### src/rtl/alu_pkg.sv
// Shared ALU definitions: control-code encoding from the decoder and the
// occupancy states of the execute-stage skid buffer.
package alu_pkg;

  typedef logic [2:0] alu_code_t;

  localparam alu_code_t ALU_ADD = 3'b000;
  localparam alu_code_t ALU_SUB = 3'b001;
  localparam alu_code_t ALU_AND = 3'b010;
  localparam alu_code_t ALU_OR  = 3'b011;
  localparam alu_code_t ALU_SLT = 3'b101;

  typedef enum logic [1:0] {
    ST_EMPTY = 2'b00,
    ST_ONE   = 2'b01,
    ST_FULL  = 2'b10
  } occ_t;

endpackage

### src/rtl/alu_core.sv
// Purely combinational ALU: decodes the 3-bit control code and produces the
// result, a zero flag and an illegal-code flag.
module alu_core
  import alu_pkg::*;
#(
  parameter int WIDTH = 32
) (
  input  alu_code_t        control,
  input  logic [WIDTH-1:0] a,
  input  logic [WIDTH-1:0] b,
  output logic [WIDTH-1:0] result,
  output logic             zero,
  output logic             illegal
);

  always_comb begin
    // NOTE: defaults first so every path assigns every output; a missing
    // assignment on any branch would otherwise infer a latch.
    result  = '0;
    illegal = 1'b0;
    case (control)
      ALU_ADD: result = a + b;
      ALU_SUB: result = a - b;
      ALU_AND: result = a & b;
      ALU_OR:  result = a | b;
      ALU_SLT: result = {{(WIDTH-1){1'b0}}, ($signed(a) < $signed(b))};
      default: illegal = 1'b1;
    endcase
  end

  assign zero = (result == '0);

endmodule

### src/rtl/alu_exec_stage.sv
// Registered execute stage: ALU result, flags and tag captured as one entry
// in a two-entry skid buffer (OUT + SKID) with a registered in_ready.
module alu_exec_stage
  import alu_pkg::*;
#(
  parameter int WIDTH = 32,
  parameter int TAG_W = 5
) (
  input  logic             clk,
  input  logic             rst_n,
  input  logic             flush,
  input  logic             in_valid,
  output logic             in_ready,
  input  alu_code_t        alu_control,
  input  logic [WIDTH-1:0] src_a,
  input  logic [WIDTH-1:0] src_b,
  input  logic [TAG_W-1:0] in_tag,
  output logic             out_valid,
  input  logic             out_ready,
  output logic [WIDTH-1:0] result,
  output logic             zero,
  output logic             illegal,
  output logic [TAG_W-1:0] out_tag
);

  typedef struct packed {
    logic [WIDTH-1:0] result;
    logic             zero;
    logic             illegal;
    logic [TAG_W-1:0] tag;
  } entry_t;

  logic [WIDTH-1:0] core_result;
  logic             core_zero;
  logic             core_illegal;
  entry_t           new_entry;
  entry_t           out_q, out_d;
  entry_t           skid_q, skid_d;
  occ_t             state_q, state_d;
  logic             in_ready_q;
  logic             accept;
  logic             drain;

  alu_core #(.WIDTH(WIDTH)) u_core (
    .control (alu_control),
    .a       (src_a),
    .b       (src_b),
    .result  (core_result),
    .zero    (core_zero),
    .illegal (core_illegal)
  );

  assign new_entry = '{result: core_result, zero: core_zero,
                       illegal: core_illegal, tag: in_tag};

  assign accept = in_valid && in_ready_q;
  assign drain  = (state_q != ST_EMPTY) && out_ready;

  always_comb begin
    state_d = state_q;
    out_d   = out_q;
    skid_d  = skid_q;
    if (flush) begin
      state_d = ST_EMPTY;
    end else begin
      case (state_q)
        ST_EMPTY: begin
          if (accept) begin
            state_d = ST_ONE;
            out_d   = new_entry;
          end
        end
        ST_ONE: begin
          if (accept && drain) begin
            out_d = new_entry;
          end else if (accept) begin
            state_d = ST_FULL;
            skid_d  = new_entry;
          end else if (drain) begin
            state_d = ST_EMPTY;
          end
        end
        ST_FULL: begin
          // in_ready is low here, so only a drain can move the state
          if (drain) begin
            state_d = ST_ONE;
            out_d   = skid_q;
          end
        end
        default: state_d = ST_EMPTY;
      endcase
    end
  end

  always_ff @(posedge clk or negedge rst_n) begin
    if (!rst_n) begin
      // NOTE: the data registers are reset as well as the state, because the
      // presented result/flags/tag must read zero straight out of reset.
      state_q    <= ST_EMPTY;
      in_ready_q <= 1'b1;
      out_q      <= '0;
      skid_q     <= '0;
    end else begin
      // NOTE: non-blocking assignments so every register samples pre-edge values.
      state_q    <= state_d;
      in_ready_q <= (state_d != ST_FULL);
      out_q      <= out_d;
      skid_q     <= skid_d;
    end
  end

  assign in_ready  = in_ready_q;
  assign out_valid = (state_q != ST_EMPTY);
  assign result    = out_q.result;
  assign zero      = out_q.zero;
  assign illegal   = out_q.illegal;
  assign out_tag   = out_q.tag;

endmodule

### config.mk
export PLATFORM = sky130hd
export DESIGN_NAME = alu_exec_stage
export DESIGN_NICKNAME = d
export VERILOG_FILES = /design/src/rtl/alu_pkg.sv /design/src/rtl/alu_core.sv /design/src/rtl/alu_exec_stage.sv
export SDC_FILE = /design/constraint.sdc
export NUM_CORES = 1
export LEC_CHECK = 0
export ABC_AREA = 0
export CORE_UTILIZATION = 52
export DETAILED_ROUTE_END_ITERATION = 6
export GPL_TIMING_DRIVEN = 0
export PLACE_DENSITY = 0.79
export SLEW_MARGIN = 20
export SYNTH_ARGS = -nofsm -noshare
export SYNTH_HDL_FRONTEND = slang
export SYNTH_SLANG_ARGS = --single-unit
### constraint.sdc
create_clock -name clk -period 1.8 [get_ports clk]
set_input_delay 0.54 -clock clk [delete_from_list [all_inputs] [get_ports clk]]
set_output_delay 0.54 -clock clk [all_outputs]
set_load 0.03 [all_outputs]
==> summary.md <==
- complete, but fails checks — status
- design-rule violations, negative setup slack — violations in the final reports
- 2055 — initial DRC count
- sky130_fd_sc_hd__a22oi_2 — critical-path cell with the highest stage delay
- yes — setup repair after global routing missed its margin
- 0.814 ns — Worst Tran Pin Value
- 1722 — nets@finish
- 5 — Worst Path Max Fanout
- 53.4% — effective utilization at floorplan
- 0.254 GHz — Max Clk Rate
- 657 nW/µm² — PwrDens
- sky130_fd_sc_hd__nand2_1 — most common cell in the netlist
- 9310 µm² — synthesized cell area
- 21.8% — Seq/Total Area, Yosys
- 0.0101 W — Total Power Consumption
- 42.1% — aggregate global-route resource usage
- 0 — count of hold buffers inserted by post-cts repair
- 136 µm — die height
- flip-flop — CP endpoint kind
- 0.986 — global placer's final weighted congestion
- 0.35 ns — insertion delay to the later sink of the worst-skew pair
- 0.40 ns — CP max stage delay
- 81 — synthesis-stage register bit count
- 7 — first-pass detailed-route iteration total
- 219% — post-route clock period utilization
- 0 — number of pins exceeding their max-slew limit in the final report
- 0 — final hold vios
- 0 — Max Cap Violations
- 59800 µm — wire length of the first global-routing pass
- 45.4% — Max-slew headroom
- 2 — CTS max path bufs
- 81 — total number of clock tree sinks
- compound AO/OA/AOI/OAI gates — category of cells accounting for the largest share of critical-path delay
- sky130_fd_sc_hd__nand2_1 (139), sky130_fd_sc_hd__nor2_1 (126), sky130_fd_sc_hd__ha_1 (108) — synth cell count leaders
- 0 — GRT Residual Overflow
- sky130_fd_sc_hd__dfrtp_1 — leading register cell type out of synthesis
- sky130_fd_sc_hd__clkbuf_16 — CTS root buffer
- 43 — DRC viols
- 88.0% — core occupancy in the finished layout
- input port to asynchronous set/reset pin — hold crit path type
- 1417 — post-synth net total
- 43.8% — fraction of layout instances using a drive strength above 1
- 21.5% — share of Yosys cell area claimed by the top area cell type
- 6.81 nW — leakage power figure
- 4.19 ns — data arrival time at the worst-slack endpoint
- 3 — initial antenna violation count
- 18400 µm² — overall die area
- input port — startpoint kind of the worst setup timing path
- 6 — Buf/Inv on CP
- 118 — IO Pins
- 0.06 ns — clock transition at the registers of the reported paths
- 11200 — number of global-route vias before repair
- -2.14 ns — final worst-path setup slack
- 0.00655 ns — setup skew after layout
- 7.00 — vias per std cell
- 17400 µm² — core outline area
- 136 µm — Die Wd
- sky130_fd_sc_hd__dfrtp_1 — Synth area leader
- 26.1 µm — detail-routed net length per standard cell
- built — clock tree from TritonCTS
- 2.05 ns — WP data required
- 93 — number of distinct library cell variants in the gate-level netlist after synthesis
- 42 — pin count of the biggest net entering global routing
- 1768 — Final Non-Filler Cells
- 64.7% — area added between synthesis and finish
- 1573 — number of placed instances with taps included
- 1230 — Cells after Synth
- 0 — Yosys Warn Count
- 3 — H-tree Lvls
- 100% — share of flip-flops with an asynchronous set or reset
- 68 — final setup vio count
- sky130_fd_sc_hd__dfrtp_1 (22%), sky130_fd_sc_hd__ha_1 (15%), sky130_fd_sc_hd__nand2_1 (5.6%), sky130_fd_sc_hd__a21oi_1 (5.5%), sky130_fd_sc_hd__nor2_1 (5.1%) — top post-synthesis cells by area
- 0 — post-detailed-route count of antenna-violating nets
- 46200 µm — total wire length after detailed routing
- 117 — PortBufs
- 9 — CTS buffer count
- buf_12 -> buf_4 -> buf_6 -> ha_4 -> buf_6 -> a211oi_4 -> o31ai_4 -> buf_6 -> buf_6 -> a22oi_2 -> o311ai_4 -> o21ai_4 -> nand4_1 -> nor4b_4 -> nand4b_1 -> nor4_2 -> nand4_1 -> o31ai_2 — worst-path cell chain
- 3.94 ns — final critical delay including setup and external delays
- input port to flip-flop — classification of the worst setup path
- sky130_fd_sc_hd__buf_6 — Crit path top cell by count
- 0.812 mV — worst ir drop on vdd
- 26000 µm — detailed placer's ending HPWL
- 12400 — via count
- 0.179 ns — final worst hold slack
- 48 — FP Rows
- 0 — number of flops mapped to enable cells by yosys
- 7.57 µm² — mean instance size in the synthesized netlist
[per-stage QoR]
step / TNS [ns] / area [µm²] / setup slack, ns
after floorplan: -48.00 / 9860 / -1.57
after global placement: -344.30 / 11300 / -3.10
after detailed placement: -137.25 / 11300 / -3.11
after CTS: -60.73 / 14100 / -1.98
after global routing: -82.61 / 15300 / -2.10
final: -80.03 / 15300 / -2.14
[report_power, final]
part           leakage [nW]  internal (W)  switching (W)
registers              1.05       0.00224       0.000289
logic                  5.62       0.00233        0.00334
clock network         0.148       0.00110       0.000776
[cells by family (layout without fill, tap and decap cells)]
logic type | after synthesis | after routing | share of synthesized area [%]
AO/OA/AOI/OAI | 393 | 393 | 28.5
multiplexers | 44 | 44 | 5.07
buffers and inverters | 183 | 493 | 8.39
XOR/XNOR | 8 | 8 | 0.753
AND/OR/NAND/NOR | 411 | 411 | 20.5
other | 0 | 3 | 0
flip-flops | 81 | 81 | 21.8
adder cells (fa/ha/maj) | 110 | 110 | 14.9
[sequential cells by signal, summed over array words and instances, names as in the netlist]
register / flops
skid_q: 39
zero: 1
illegal: 1
result: 32
in_ready: 1
out_tag: 5
state_q: 2
[what timing repair did]
item | 4_1_cts | 5_1_grt
setup endpoints to repair | 119 | 80
gates resized for setup | 626 | 201
buffers inserted | 114 | 70
gates cloned | 1 | 0
pin swaps | 122 | 91
[final timing paths]
path,cells past startpoint,start,end,slack [ns]
min reg2reg,1,result[28],result[28],0.48
min,1,rst_n,result[6],0.18
max reg2reg,8,state_q[1],result[14],-0.41
max,18,src_a[0],zero,-2.14
min in group clk,1,result[28],result[28],0.48
max in group asynchronous,2,rst_n,in_ready,0.95
[placed cells by master, fill, tap and decap left out, types with 23 or more instances in the layout]
cell type / instances
sky130_fd_sc_hd__dlygate4sd2_1: 55
sky130_fd_sc_hd__ha_4: 30
sky130_fd_sc_hd__inv_1: 60
sky130_fd_sc_hd__o21ai_1: 46
sky130_fd_sc_hd__ha_1: 76
sky130_fd_sc_hd__a21oi_4: 23
sky130_fd_sc_hd__buf_6: 72
sky130_fd_sc_hd__buf_4: 136
sky130_fd_sc_hd__inv_2: 33
sky130_fd_sc_hd__nor2_1: 90
sky130_fd_sc_hd__mux2i_1: 25
sky130_fd_sc_hd__dfrtp_1: 79
sky130_fd_sc_hd__nand2_1: 122
sky130_fd_sc_hd__o21ai_0: 26
sky130_fd_sc_hd__a21oi_1: 49
sky130_fd_sc_hd__a21oi_2: 31
[layer usage]
layer	global-route usage [%]	vias up	routed length [µm]
li1	-	4990	-
met1	51.2	5708	15800
met2	68.5	1231	20200
met3	9.43	446	6330
met4	24.0	0	3920
met5	0	-	0
[layout make-up]
type | instances | area (µm²)
flip-flops and latches | 81 | 2030
plain buffers | 68 | 647
well taps | 225 | 282
repair buffers | 298 | 2750
fillers | 818 | 2090
clock buffers | 10 | 239
clock inverters | 6 | 57.6
diodes | 3 | 7.51
multi-input cells | 966 | 8820
inverters | 111 | 500
[worst reg2reg max path, delay by kind of cell (launching register included)]
kind                   cells  cell delay [ns]
buffers and inverters      3             0.81
and+or+nand+nor            3             0.52
DFF                        1             0.43
AOI/OAI and AO/OA          2             0.35
(Power assumes the default switching activity.)
